### config.mk
export PLATFORM = sky130hd
export DESIGN_NAME = axi4s_frame_tx_flat
export DESIGN_NICKNAME = d
export VERILOG_FILES = /design/src/rtl/axi4s_frame_tx_if.sv /design/src/rtl/axi4s_frame_tx.sv /design/src/flat_wrapper.sv
export SDC_FILE = /design/constraint.sdc
export NUM_CORES = 1
export LEC_CHECK = 0
export ABC_AREA = 1
export CAP_MARGIN = 20
export CELL_PAD_IN_SITES_DETAIL_PLACEMENT = 0
export CELL_PAD_IN_SITES_GLOBAL_PLACEMENT = 1
export CORE_ASPECT_RATIO = 1.1
export CORE_MARGIN = 2
export CORE_UTILIZATION = 35
export CTS_CLUSTER_SIZE = 30
export DETAILED_ROUTE_END_ITERATION = 8
export PLACE_DENSITY = 0.83
export REMOVE_ABC_BUFFERS = 1
export SLEW_MARGIN = 20
export SYNTH_ARGS = -nofsm -noshare
export SYNTH_HDL_FRONTEND = slang
export SYNTH_SLANG_ARGS = --single-unit
export TNS_END_PERCENT = 50
### constraint.sdc
create_clock -name clock -period 10.7 [get_ports clock]
set_input_delay 1.07 -clock clock [delete_from_list [all_inputs] [get_ports clock]]
set_output_delay 1.07 -clock clock [all_outputs]
set_load 0.005 [all_outputs]
### src/rtl/axi4s_frame_tx_if.sv
// Stream bundle for the frame transmitter: 96-bit pixel beats plus line/frame-end sideband.
interface axi4s_frame_tx_if #(
    parameter int DATA_W = 96
);
    logic [DATA_W-1:0] tdata;
    logic              tvalid;
    logic              tready;
    logic              eol;
    logic              eof;

    modport master (output tdata, output tvalid, input tready, output eol, output eof);
    modport slave  (input tdata, input tvalid, output tready, input eol, input eof);
endinterface

### src/rtl/axi4s_frame_tx.sv
// Frame transmitter: streams BEATS_PER_LINE x LINES beats out of a 1-cycle-latency RAM
// through a 2-entry skid FIFO, with read issue throttled by FIFO credit.
module axi4s_frame_tx #(
    parameter int DATA_W         = 96,
    parameter int BEATS_PER_LINE = 160,
    parameter int LINES          = 480,
    parameter int ADDR_W         = $clog2(BEATS_PER_LINE * LINES)
) (
    input  logic              clock,
    input  logic              i_rst,
    input  logic              i_start,
    output logic              o_busy,
    output logic              o_done,
    output logic              o_rd_en,
    output logic [ADDR_W-1:0] o_rd_addr,
    input  logic [DATA_W-1:0] i_rd_data,
    axi4s_frame_tx_if.master  m_axis
);
    localparam int BEAT_W = (BEATS_PER_LINE > 1) ? $clog2(BEATS_PER_LINE) : 1;
    localparam int LINE_W = (LINES > 1) ? $clog2(LINES) : 1;
    localparam logic [BEAT_W-1:0] BEAT_LAST = BEAT_W'(BEATS_PER_LINE - 1);
    localparam logic [LINE_W-1:0] LINE_LAST = LINE_W'(LINES - 1);
    localparam logic [ADDR_W-1:0] ADDR_LAST = ADDR_W'(BEATS_PER_LINE * LINES - 1);

    typedef enum logic [1:0] {
        S_IDLE  = 2'd0,
        S_RUN   = 2'd1,
        S_DRAIN = 2'd2
    } state_t;

    state_t            r_state;
    state_t            w_state_nxt;
    logic              r_done;
    logic              w_done_nxt;
    logic              w_rd_en;

    logic [BEAT_W-1:0] r_beat;
    logic [LINE_W-1:0] r_line;
    logic [ADDR_W-1:0] r_addr;
    logic              r_inflight;
    logic              r_infl_eol;
    logic              r_infl_eof;

    logic [DATA_W-1:0] r_fifo_data [2];
    logic [1:0]        r_fifo_eol;
    logic [1:0]        r_fifo_eof;
    logic              r_wptr;
    logic              r_rptr;
    logic [1:0]        r_count;

    logic              w_valid;
    logic              w_pop;
    logic              w_push;
    logic [2:0]        w_credit;
    logic              w_eol;
    logic              w_eof;

    // Occupancy the FIFO will have after this edge if no new read is issued.
    assign w_valid  = (r_count != 2'd0);
    assign w_pop    = w_valid && m_axis.tready;
    assign w_push   = r_inflight;
    assign w_credit = 3'(r_count) + 3'(r_inflight) - 3'(w_pop);
    assign w_eol    = (r_beat == BEAT_LAST);
    assign w_eof    = w_eol && (r_line == LINE_LAST);

    // State register and registered done pulse.
    always_ff @(posedge clock or posedge i_rst) begin
        if (i_rst) begin
            r_state <= S_IDLE;
            r_done  <= 1'b0;
        end else begin
            r_state <= w_state_nxt;
            r_done  <= w_done_nxt;
        end
    end

    // Next-state, read strobe and done decode.
    always_comb begin
        w_state_nxt = r_state;
        w_done_nxt  = 1'b0;
        w_rd_en     = 1'b0;
        case (r_state)
            S_IDLE: begin
                if (i_start) w_state_nxt = S_RUN;
            end
            S_RUN: begin
                w_rd_en = (w_credit < 3'd2);
                if (w_rd_en && (r_addr == ADDR_LAST)) w_state_nxt = S_DRAIN;
            end
            S_DRAIN: begin
                // Zero credit implies nothing in flight and the FIFO empties at this edge.
                if (w_credit == 3'd0) begin
                    w_state_nxt = S_IDLE;
                    w_done_nxt  = 1'b1;
                end
            end
            default: w_state_nxt = S_IDLE;
        endcase
    end

    // Frame position counters and the sideband of the read currently in flight.
    always_ff @(posedge clock or posedge i_rst) begin
        if (i_rst) begin
            r_beat     <= '0;
            r_line     <= '0;
            r_addr     <= '0;
            r_inflight <= 1'b0;
            r_infl_eol <= 1'b0;
            r_infl_eof <= 1'b0;
        end else begin
            r_inflight <= w_rd_en;
            if (r_state == S_IDLE) begin
                r_beat <= '0;
                r_line <= '0;
                r_addr <= '0;
            end else if (w_rd_en) begin
                r_infl_eol <= w_eol;
                r_infl_eof <= w_eof;
                r_addr     <= r_addr + ADDR_W'(1);
                if (w_eol) begin
                    r_beat <= '0;
                    r_line <= r_line + LINE_W'(1);
                end else begin
                    r_beat <= r_beat + BEAT_W'(1);
                end
            end
        end
    end

    // FIFO pointers and occupancy.
    always_ff @(posedge clock or posedge i_rst) begin
        if (i_rst) begin
            r_wptr  <= 1'b0;
            r_rptr  <= 1'b0;
            r_count <= 2'd0;
        end else begin
            if (w_push) r_wptr <= ~r_wptr;
            if (w_pop)  r_rptr <= ~r_rptr;
            r_count <= r_count + 2'(w_push) - 2'(w_pop);
        end
    end

    // FIFO storage; contents are only visible while the head entry is valid.
    always_ff @(posedge clock) begin
        if (w_push) begin
            r_fifo_data[r_wptr] <= i_rd_data;
            r_fifo_eol[r_wptr]  <= r_infl_eol;
            r_fifo_eof[r_wptr]  <= r_infl_eof;
        end
    end

    assign o_busy        = (r_state != S_IDLE);
    assign o_done        = r_done;
    assign o_rd_en       = w_rd_en;
    assign o_rd_addr     = r_addr;
    assign m_axis.tvalid = w_valid;
    assign m_axis.tdata  = w_valid ? r_fifo_data[r_rptr] : '0;
    assign m_axis.eol    = w_valid ? r_fifo_eol[r_rptr] : 1'b0;
    assign m_axis.eof    = w_valid ? r_fifo_eof[r_rptr] : 1'b0;
endmodule
### src/flat_wrapper.sv
// flat-port wrapper written by rule: the top's interface ports become plain ports
module axi4s_frame_tx_flat 
#(
    parameter int DATA_W         = 96,
    parameter int BEATS_PER_LINE = 160,
    parameter int LINES          = 480,
    parameter int ADDR_W         = $clog2(BEATS_PER_LINE * LINES)
)
  (clock, i_rst, i_start, o_busy, o_done, o_rd_en, o_rd_addr, i_rd_data, m_axis_tdata, m_axis_tvalid, m_axis_tready, m_axis_eol, m_axis_eof);
  axi4s_frame_tx_if #(.DATA_W(DATA_W)) m_axis_i ();
  input  logic clock;
  input  logic i_rst;
  input  logic i_start;
  output logic o_busy;
  output logic o_done;
  output logic o_rd_en;
  output logic [ADDR_W-1:0] o_rd_addr;
  input  logic [DATA_W-1:0] i_rd_data;
  output wire logic [$bits(m_axis_i.tdata)-1:0] m_axis_tdata;
  output wire logic [$bits(m_axis_i.tvalid)-1:0] m_axis_tvalid;
  input wire logic [$bits(m_axis_i.tready)-1:0] m_axis_tready;
  output wire logic [$bits(m_axis_i.eol)-1:0] m_axis_eol;
  output wire logic [$bits(m_axis_i.eof)-1:0] m_axis_eof;
  assign m_axis_tdata = m_axis_i.tdata;
  assign m_axis_tvalid = m_axis_i.tvalid;
  assign m_axis_i.tready = m_axis_tready;
  assign m_axis_eol = m_axis_i.eol;
  assign m_axis_eof = m_axis_i.eof;
  axi4s_frame_tx #(.DATA_W(DATA_W), .BEATS_PER_LINE(BEATS_PER_LINE), .LINES(LINES), .ADDR_W(ADDR_W)) u_core (.clock(clock), .i_rst(i_rst), .i_start(i_start), .o_busy(o_busy), .o_done(o_done), .o_rd_en(o_rd_en), .o_rd_addr(o_rd_addr), .i_rd_data(i_rd_data), .m_axis(m_axis_i));
endmodule
==> results of run 1 <==
[synth_stat cells (all sizes together), types with 15 or more instances]
master / n / share of area (%)
o21ai: 23 / 1.4
nand2: 299 / 11
nor2: 44 / 2.1
nand3: 31 / 1.6
buf: 16 / 0.92
nand4: 15 / 1.1
clkbuf: 21 / 0.80
edfxtp: 196 / 60
dfrtp: 44 / 11
a21oi: 99 / 5.0
inv: 51 / 1.9
[state kept, by name, indices dropped and copies added, names as in the netlist, 2 cells and up]
register / flops
u_core.r_fifo_data: 192
u_core.o_rd_addr: 17
u_core.r_line: 9
u_core.r_beat: 8
u_core.r_count: 2
u_core.r_fifo_eof: 2
u_core.r_fifo_eol: 2
u_core.r_state: 2
[power by group through the flow]
stage	combinational [uW]	clock, uW	sequential [uW]
floorplan	597	0	1370
global placement	1370	0	1350
detailed placement	1380	0	1350
CTS	1390	856	1340
global route	1500	887	1360
finish	1360	831	1340
[routing by layer]
layer	up-vias	global-route usage (%)
met4	2	4.95
met2	218	25.9
met3	46	4.34
met1	3349	19.1
li1	3390	-
met5	-	0
[worst paths after layout]
check / from / end / slack, ps / cells after the start
hold / removal: u_core.r_state[0] / u_core.o_done / 480 / 1
setup / recovery: u_core.r_count[1] / o_rd_en / 5640 / 13
max in group asynchronous: i_rst / u_core.r_rptr / 9240 / 3
min in group asynchronous: i_rst / u_core.o_rd_addr[7] / 1000 / 3
setup reg to reg: u_core.r_count[1] / u_core.r_beat[5] / 7200 / 16
hold reg to reg: u_core.r_state[0] / u_core.o_done / 480 / 1
[cells by family (layout without fill, tap and decap cells)]
family                     Yosys count  count (layout)  synth area share [%]
and+or+nand+nor                    398             398                  16.9
DFF                                240             240                  71.2
AOI/OAI and AO/OA                  128             128                  6.84
buffers and inverters               88             322                  3.67
xor gates and xnor gates             7               7                 0.624
adders and majority gates            6               6                 0.841
other                                0               1                     0
[worst register-to-register path, cell delays in order, from the launching register on]
cell and delay [ps]:
sky130_fd_sc_hd__dfrtp_1 420, sky130_fd_sc_hd__nor2_4 110, sky130_fd_sc_hd__buf_4 430, sky130_fd_sc_hd__inv_1 110, sky130_fd_sc_hd__nand2_1 110, sky130_fd_sc_hd__inv_1 50
sky130_fd_sc_hd__ha_1 270, sky130_fd_sc_hd__inv_1 40, sky130_fd_sc_hd__ha_1 190, sky130_fd_sc_hd__fa_1 530, sky130_fd_sc_hd__inv_1 90, sky130_fd_sc_hd__nand3_1 150
sky130_fd_sc_hd__nor2_4 120, sky130_fd_sc_hd__nor2_2 540, sky130_fd_sc_hd__nor2_1 90, sky130_fd_sc_hd__nor2_1 110, sky130_fd_sc_hd__nor2_1 40
[cell type report]
type,instances,area (sq um)
sequential,240,6990
timing repair buffer,226,2240
antenna,1,2.50
tap,363,454
fill,2489,14500
clock inverter,12,88.8
multi-input combinational,539,2490
inverter,51,195
clock buffer,33,698
[stage by stage]
| stage | worst slack (ps) | cells | area (sq um) | total power [uW] |
|---|---|---|---|---|
| after floorplan | 4170 | 830 | 9650 | 1970 |
| after detailed placement | 5750 | 1419 | 12400 | 2740 |
| final | 5640 | 1465 | 13200 | 3530 |
| after global placement | 5790 | 1419 | 12400 | 2720 |
| after CTS | 5530 | 1464 | 13200 | 3580 |
| after global routing | 5360 | 1464 | 13200 | 3740 |
==> report_table.html, run 1 <==
<table>
<tr><th>Metric</th><th>Value</th></tr>
<tr><th colspan="2">Worst setup path</th></tr>
<tr><td>Launching element type of the critical path</td><td>flip-flop</td></tr>
<tr><td>Kind of cell with the highest combined delay on the critical path</td><td>buffers and inverters</td></tr>
<tr><td>Number of buffers and inverters on the critical path</td><td>6</td></tr>
<tr><td>Critical path, cell by cell</td><td>nor2_4 -&gt; buf_4 -&gt; inv_1 -&gt; nand2_1 -&gt; inv_1 -&gt; ha_1 -&gt; inv_1 -&gt; ha_1 -&gt; fa_1 -&gt; inv_1 -&gt; nand3_1 -&gt; nor2_4 -&gt; clkdlybuf4s50_1</td></tr>
<tr><td>Required time at the endpoint of the critical path</td><td>9630 ps</td></tr>
<tr><td>Most frequent CP cell</td><td>sky130_fd_sc_hd__inv_1</td></tr>
<tr><td>Critical path class</td><td>flip-flop to primary output</td></tr>
<tr><td>Element type at the critical path end</td><td>primary output</td></tr>
<tr><td>Slowest cell on the critical path</td><td>sky130_fd_sc_hd__clkdlybuf4s50_1</td></tr>
<tr><td>Crit path max fanout</td><td>42</td></tr>
<tr><td>Arrival time worst endpoint</td><td>3990 ps</td></tr>
<tr><td>Largest stage delay on the critical path</td><td>590 ps</td></tr>
<tr><th colspan="2">Yosys</th></tr>
<tr><td>Mean post-synth cell area</td><td>11.3 sq um</td></tr>
<tr><td>FF+latch count, synth</td><td>240</td></tr>
<tr><td>Post-synthesis async set-or-reset flop share</td><td>around 18%</td></tr>
<tr><td>Most used DFF post-synth</td><td>sky130_fd_sc_hd__edfxtp_1</td></tr>
<tr><td>Part of the Yosys area used for sequential elements</td><td>71.2%</td></tr>
<tr><td>Synthesized area</td><td>slightly below 10000 sq um</td></tr>
<tr><td>Post-synth EDFFs</td><td>196</td></tr>
<tr><td>Cells after synthesis</td><td>~870</td></tr>
<tr><td>Unique cell type count in the Yosys netlist</td><td>35</td></tr>
<tr><td>Yosys synthesis warning count</td><td>0</td></tr>
<tr><th colspan="2">Floorplan</th></tr>
<tr><td>Starting density of the core</td><td>35.4%</td></tr>
<tr><td>Vertical extent of the die</td><td>180 um</td></tr>
<tr><td>Number of top-level pins</td><td>219</td></tr>
<tr><td>Die Outline Area</td><td>29400 sq um</td></tr>
<tr><td>Core area</td><td>27700 sq um</td></tr>
<tr><td>Width of the die</td><td>around 160 um</td></tr>
<tr><td>Placement Rows</td><td>64</td></tr>
<tr><th colspan="2">Clock network</th></tr>
<tr><td>Total CTS buffers</td><td>26</td></tr>
<tr><td>H-tree depth</td><td>1</td></tr>
<tr><td>TritonCTS clock tree</td><td>built</td></tr>
<tr><td>Clk pin slew, worst setup/hold paths</td><td>around 60 ps</td></tr>
<tr><td>Quantity of hold-fixing buffers added after cts</td><td>0</td></tr>
<tr><td>Clock tree root driver cell</td><td>sky130_fd_sc_hd__clkbuf_16</td></tr>
<tr><td>CTS Sinks</td><td>240</td></tr>
<tr><td>Number of buffers added for setup after CTS</td><td>0</td></tr>
<tr><td>Worst-Skew Late Latency</td><td>520 ps</td></tr>
<tr><td>Post-cts repair resize count</td><td>0</td></tr>
<tr><td>Maximum clock insertion buffer count</td><td>3</td></tr>
<tr><th colspan="2">STA</th></tr>
<tr><td>Tightest hold margin</td><td>476 ps</td></tr>
<tr><td>Final slew viol count</td><td>0</td></tr>
<tr><td>Sum Neg Setup Slack</td><td>0 ps</td></tr>
<tr><td>Remaining max-slew budget at the tightest pin</td><td>roughly 36%</td></tr>
<tr><td>Setup repair after global routing missed its margin</td><td>no</td></tr>
<tr><td>Count of endpoints failing setup in the final report</td><td>0</td></tr>
<tr><td>Number of endpoints with negative hold slack in the final report</td><td>0</td></tr>
<tr><td>Fin crit period</td><td>5060 ps</td></tr>
<tr><td>Final worst clock skew</td><td>roughly 13 ps</td></tr>
<tr><td>Slew at the pin with the worst max-slew slack</td><td>959 ps</td></tr>
<tr><td>Fmax</td><td>198 MHz</td></tr>
<tr><td>Share of the cycle needed by the critical path after routing</td><td>47.3%</td></tr>
<tr><th colspan="2">Drt</th></tr>
<tr><td>Met3 Routed Length</td><td>between 2 and 2.5 mm</td></tr>
<tr><td>Sum of routed wire segments on met1</td><td>9.66 mm</td></tr>
<tr><td>Remaining routing DRC violations</td><td>0</td></tr>
<tr><td>Uppermost layer routed</td><td>met5</td></tr>
<tr><td>Routed wire per std cell</td><td>16.2 um</td></tr>
<tr><td>First-iteration detailed-routing DRC count</td><td>412</td></tr>
<tr><td>Routed Antenna Nets</td><td>0</td></tr>
<tr><td>Met2 Wirelength</td><td>11.4 mm</td></tr>
<tr><td>Via-to-Cell Ratio</td><td>4.78</td></tr>
<tr><td>Sum of routed wire length over all layers</td><td>between 20 and 25 mm</td></tr>
<tr><td>Pre-Repair DR Iteration Count</td><td>5</td></tr>
<tr><td>Number of vias in the routed layout</td><td>7005</td></tr>
<tr><th colspan="2">Place</th></tr>
<tr><td>Number of input and output port buffers inserted</td><td>218</td></tr>
<tr><td>Total half-perimeter wirelength after legalization and detailed placement</td><td>15.0 mm</td></tr>
<tr><td>Final Wtd Congestion</td><td>between 0.7 and 0.8</td></tr>
<tr><th colspan="2">Finish</th></tr>
<tr><td>Area Overhead vs Synth</td><td>34.0%</td></tr>
<tr><td>Most common library cell in the layout ignoring fill and taps</td><td>sky130_fd_sc_hd__nand2_1</td></tr>
<tr><td>Top library cells by usage in the layout, fill and taps aside</td><td>sky130_fd_sc_hd__nand2_1 (298), sky130_fd_sc_hd__clkdlybuf4s50_1 (218), sky130_fd_sc_hd__edfxtp_1 (196)</td></tr>
<tr><td>Share of layout cells above drive strength 1</td><td>under 10%</td></tr>
<tr><td>Total number of nets in the final design</td><td>approximately 1200</td></tr>
<tr><td>Post-route core utilization</td><td>47.5%</td></tr>
<tr><th colspan="2">Power</th></tr>
<tr><td>Worst VDD drop</td><td>about 0.11 mV</td></tr>
<tr><td>Power spent charging and discharging nets</td><td>roughly 1200 uW</td></tr>
<tr><td>Reg power frac</td><td>37.8%</td></tr>
<tr><td>Logic pwr share</td><td>38.6%</td></tr>
<tr><td>Fraction of power spent switching nets</td><td>33.3%</td></tr>
<tr><td>Power per cell area</td><td>268 nW/um^2</td></tr>
<tr><td>Clock Power Share</td><td>between 20% and 30%</td></tr>
<tr><td>Static leakage</td><td>around 0.0049 uW</td></tr>
<tr><td>Int Power</td><td>~2400 uW</td></tr>
<tr><th colspan="2">GRT</th></tr>
<tr><td>Pin count of the biggest net entering global routing</td><td>70</td></tr>
<tr><td>Initial antenna violation count</td><td>1</td></tr>
<tr><td>Leftover overflow at the end of global routing</td><td>0</td></tr>
<tr><td>Global router's overall resource usage</td><td>15.4%</td></tr>
<tr><td>First-pass GRT wire length</td><td>about 36 mm</td></tr>
<tr><td>Via count of the first global-routing pass</td><td>6906</td></tr>
<tr><th colspan="2">Flow run</th></tr>
<tr><td>Max Cap Viol</td><td>0</td></tr>
<tr><th colspan="2">Status</th></tr>
<tr><td>Status</td><td>finished clean</td></tr>
<tr><th colspan="2">Hold path</th></tr>
<tr><td>Worst hold path class</td><td>flip-flop to flip-flop</td></tr>
</table>
(Power assumes the default switching activity.)
==> run 2: changes to the inputs <==
==> constraint.sdc (replaced) <==
create_clock -name clock -period 5.07 [get_ports clock]
set_input_delay 0.507 -clock clock [delete_from_list [all_inputs] [get_ports clock]]
set_output_delay 0.507 -clock clock [all_outputs]
set_load 0.005 [all_outputs]
==> run 2 against run 1 <==
Against the previous run: die area unchanged; sequential power up 110%; routed wire length grew 0.39%; critical endpoint unchanged.
==> report_table.html, run 2 (same netlist as run 1, synthesis figures left out) <==
<table>
<tr><th>Metric</th><th>Value</th></tr>
<tr><th colspan="2">Status</th></tr>
<tr><td>Status</td><td>finished clean</td></tr>
<tr><th colspan="2">Finish</th></tr>
<tr><td>Most flop-heavy register</td><td>u_core.r_fifo_data</td></tr>
<tr><td>Most common library cell in the layout ignoring fill and taps</td><td>sky130_fd_sc_hd__nand2_1</td></tr>
<tr><td>Share of layout cells above drive strength 1</td><td>6.25%</td></tr>
<tr><td>Area Overhead vs Synth</td><td>34.6%</td></tr>
<tr><td>Top library cells by usage in the layout, fill and taps aside</td><td>sky130_fd_sc_hd__nand2_1 (298), sky130_fd_sc_hd__clkdlybuf4s50_1 (218), sky130_fd_sc_hd__edfxtp_1 (196)</td></tr>
<tr><td>Flip-flop count of the largest register after layout</td><td>approximately 190</td></tr>
<tr><td>Count of filler cells inserted in the layout</td><td>2514</td></tr>
<tr><td>Diodes inserted</td><td>0</td></tr>
<tr><td>Total number of nets in the final design</td><td>1191</td></tr>
<tr><td>Post-route core utilization</td><td>a little under half</td></tr>
<tr><td>Non-Filler Cell Area, Final</td><td>13200 sq um</td></tr>
<tr><td>Post-route insts no fill</td><td>1467</td></tr>
<tr><th colspan="2">Floorplan</th></tr>
<tr><td>Number of top-level pins</td><td>between 200 and 250</td></tr>
<tr><td>Core area</td><td>27700 sq um</td></tr>
<tr><td>Die Outline Area</td><td>29400 sq um</td></tr>
<tr><td>Placement Rows</td><td>64</td></tr>
<tr><td>Starting density of the core</td><td>35.4%</td></tr>
<tr><td>Width of the die</td><td>about 160 um</td></tr>
<tr><td>Vertical extent of the die</td><td>180 um</td></tr>
<tr><th colspan="2">STA</th></tr>
<tr><td>Final slew viol count</td><td>0</td></tr>
<tr><td>Fmax</td><td>250 MHz</td></tr>
<tr><td>Remaining max-slew budget at the tightest pin</td><td>44.9%</td></tr>
<tr><td>Fin crit period</td><td>3990 ps</td></tr>
<tr><td>Slew at the pin with the worst max-slew slack</td><td>between 800 and 900 ps</td></tr>
<tr><td>Setup WS post-layout</td><td>1080 ps</td></tr>
<tr><td>Setup repair after global routing missed its margin</td><td>no</td></tr>
<tr><td>Final worst clock skew</td><td>16.7 ps</td></tr>
<tr><td>Count of endpoints failing setup in the final report</td><td>0</td></tr>
<tr><td>Share of the cycle needed by the critical path after routing</td><td>78.8%</td></tr>
<tr><td>Number of endpoints with negative hold slack in the final report</td><td>0</td></tr>
<tr><th colspan="2">Power</th></tr>
<tr><td>Sum of internal, switching and leakage power</td><td>7510 uW</td></tr>
<tr><td>Static leakage</td><td>roughly 0.0049 uW</td></tr>
<tr><td>Power per cell area</td><td>568 nW/um^2</td></tr>
<tr><td>Worst VDD drop</td><td>0.279 mV</td></tr>
<tr><th colspan="2">Clock network</th></tr>
<tr><td>Quantity of hold-fixing buffers added after cts</td><td>0</td></tr>
<tr><td>H-tree depth</td><td>1</td></tr>
<tr><td>TritonCTS clock tree</td><td>built</td></tr>
<tr><td>Maximum clock insertion buffer count</td><td>3</td></tr>
<tr><td>CTS Sinks</td><td>240</td></tr>
<tr><td>Worst-Skew Late Latency</td><td>520 ps</td></tr>
<tr><td>Clock tree root driver cell</td><td>sky130_fd_sc_hd__clkbuf_16</td></tr>
<tr><td>Total CTS buffers</td><td>26</td></tr>
<tr><td>Clk pin slew, worst setup/hold paths</td><td>about 60 ps</td></tr>
<tr><td>Number of buffers added for setup after CTS</td><td>0</td></tr>
<tr><td>Post-cts repair resize count</td><td>0</td></tr>
<tr><th colspan="2">Drt</th></tr>
<tr><td>Pre-Repair DR Iteration Count</td><td>5</td></tr>
<tr><td>Sum of routed wire length over all layers</td><td>around 24 mm</td></tr>
<tr><td>Routed Antenna Nets</td><td>0</td></tr>
<tr><td>Routed wire per std cell</td><td>approximately 16 um</td></tr>
<tr><td>Remaining routing DRC violations</td><td>0</td></tr>
<tr><td>First-iteration detailed-routing DRC count</td><td>about 500</td></tr>
<tr><td>Number of vias in the routed layout</td><td>6977</td></tr>
<tr><td>Via-to-Cell Ratio</td><td>4.76</td></tr>
<tr><th colspan="2">GRT</th></tr>
<tr><td>Leftover overflow at the end of global routing</td><td>0</td></tr>
<tr><td>Initial antenna violation count</td><td>1</td></tr>
<tr><td>Via count of the first global-routing pass</td><td>6726</td></tr>
<tr><td>Pin count of the biggest net entering global routing</td><td>99</td></tr>
<tr><td>Global router's overall resource usage</td><td>15.5%</td></tr>
<tr><td>First-pass GRT wire length</td><td>36.5 mm</td></tr>
<tr><th colspan="2">Worst setup path</th></tr>
<tr><td>Arrival time worst endpoint</td><td>3490 ps</td></tr>
<tr><td>Critical path class</td><td>flip-flop to primary output</td></tr>
<tr><td>Cells on worst reg2reg path</td><td>15</td></tr>
<tr><td>Required time at the endpoint of the critical path</td><td>around 4600 ps</td></tr>
<tr><td>Worst setup startpoint</td><td>u_core.r_count[1]</td></tr>
<tr><td>Launching element type of the critical path</td><td>flip-flop</td></tr>
<tr><td>Source of the worst register-to-register timing path</td><td>u_core.r_count[1]</td></tr>
<tr><td>Element type at the critical path end</td><td>primary output</td></tr>
<tr><td>Crit path max fanout</td><td>17</td></tr>
<tr><td>Internal reg-to-reg setup slack</td><td>2060 ps</td></tr>
<tr><th colspan="2">Place</th></tr>
<tr><td>Final Wtd Congestion</td><td>between 0.8 and 0.9</td></tr>
<tr><td>Total cell area at the placement stage</td><td>between 10000 and 15000 sq um</td></tr>
<tr><td>Total half-perimeter wirelength after legalization and detailed placement</td><td>15.1 mm</td></tr>
<tr><td>Number of input and output port buffers inserted</td><td>218</td></tr>
<tr><td>Worst slack at placement</td><td>about 1300 ps</td></tr>
<tr><td>Dpl cells</td><td>1420</td></tr>
<tr><th colspan="2">Hold path</th></tr>
<tr><td>Worst hold path class</td><td>input pin to async pin</td></tr>
<tr><th colspan="2">Flow run</th></tr>
<tr><td>Max Cap Viol</td><td>0</td></tr>
</table>
-- run 2: cell count changes in the layout (fill, tap and decap cells not counted) --
cell / previous run / this run
sky130_fd_sc_hd__clkinv_4: 1 / 3
sky130_fd_sc_hd__clkinv_1: 6 / 11
sky130_fd_sc_hd__buf_12: 0 / 1
sky130_fd_sc_hd__clkinv_2: 5 / 3
sky130_fd_sc_hd__clkbuf_1: 6 / 2
sky130_fd_sc_hd__clkinvlp_4: 0 / 1
sky130_fd_sc_hd__inv_8: 1 / 0
sky130_fd_sc_hd__diode_2: 1 / 0
sky130_fd_sc_hd__bufinv_16: 1 / 2
-- run 2: final timing paths --
path,end
min reg2reg,u_core.r_fifo_eol[0]
max in group asynchronous,u_core.r_rptr
min,u_core.o_rd_addr[7]
max reg2reg,u_core.r_beat[5]
min in group clock,u_core.r_fifo_eol[0]
max,o_rd_en
-- run 2: cell type report --
class | count | area (sq um) | share of cell area (%)
clock buffers | 29 | 683 | 5.17
clock inverters | 18 | 141 | 1.07
inverters | 51 | 195 | 1.48
multi-input cells | 539 | 2490 | 18.8
flip-flops and latches | 240 | 6990 | 52.9
well taps | 363 | 454 | 3.44
repair buffers | 227 | 2260 | 17.1
-- run 2: metrics by stage --
| stage | TNS (ps) | hold WS (ps) |
|---|---|---|
| floorplan | -29720 | 442 |
| global route | 0 | 496 |
| CTS | 0 | 458 |
| global placement | 0 | 459 |
| finish | 0 | 442 |
| detailed placement | 0 | 459 |
-- run 2: worst max-delay path, cell delays in order, from the launching register on --
cell and delay (ps):
sky130_fd_sc_hd__dfrtp_1 420, sky130_fd_sc_hd__nor2_4 120, sky130_fd_sc_hd__inv_1 50, sky130_fd_sc_hd__nand2_1 80, sky130_fd_sc_hd__inv_1 60, sky130_fd_sc_hd__ha_1 270, sky130_fd_sc_hd__inv_1 40, sky130_fd_sc_hd__ha_1 180
sky130_fd_sc_hd__fa_1 480, sky130_fd_sc_hd__inv_1 140, sky130_fd_sc_hd__nand3_1 150, sky130_fd_sc_hd__nor2_4 400, sky130_fd_sc_hd__clkdlybuf4s50_1 590
-- run 2: layer usage --
metal / wire length (um) / track usage (%) / up-vias / share of wire (%)
met4: 355 / 3.65 / 2 / 1.5
li1: - / - / 3401 / -
met5: 13 / 0 / - / 0.054
met1: 9790 / 19.8 / 3321 / 41
met2: 11700 / 26.3 / 224 / 49
met3: 2040 / 4.25 / 29 / 8.6
-- run 2: power breakdown --
| part | internal (uW) | switching [uW] |
|---|---|---|
| logic | 1320 | 1550 |
| clock network | 1070 | 734 |
| registers | 2640 | 202 |
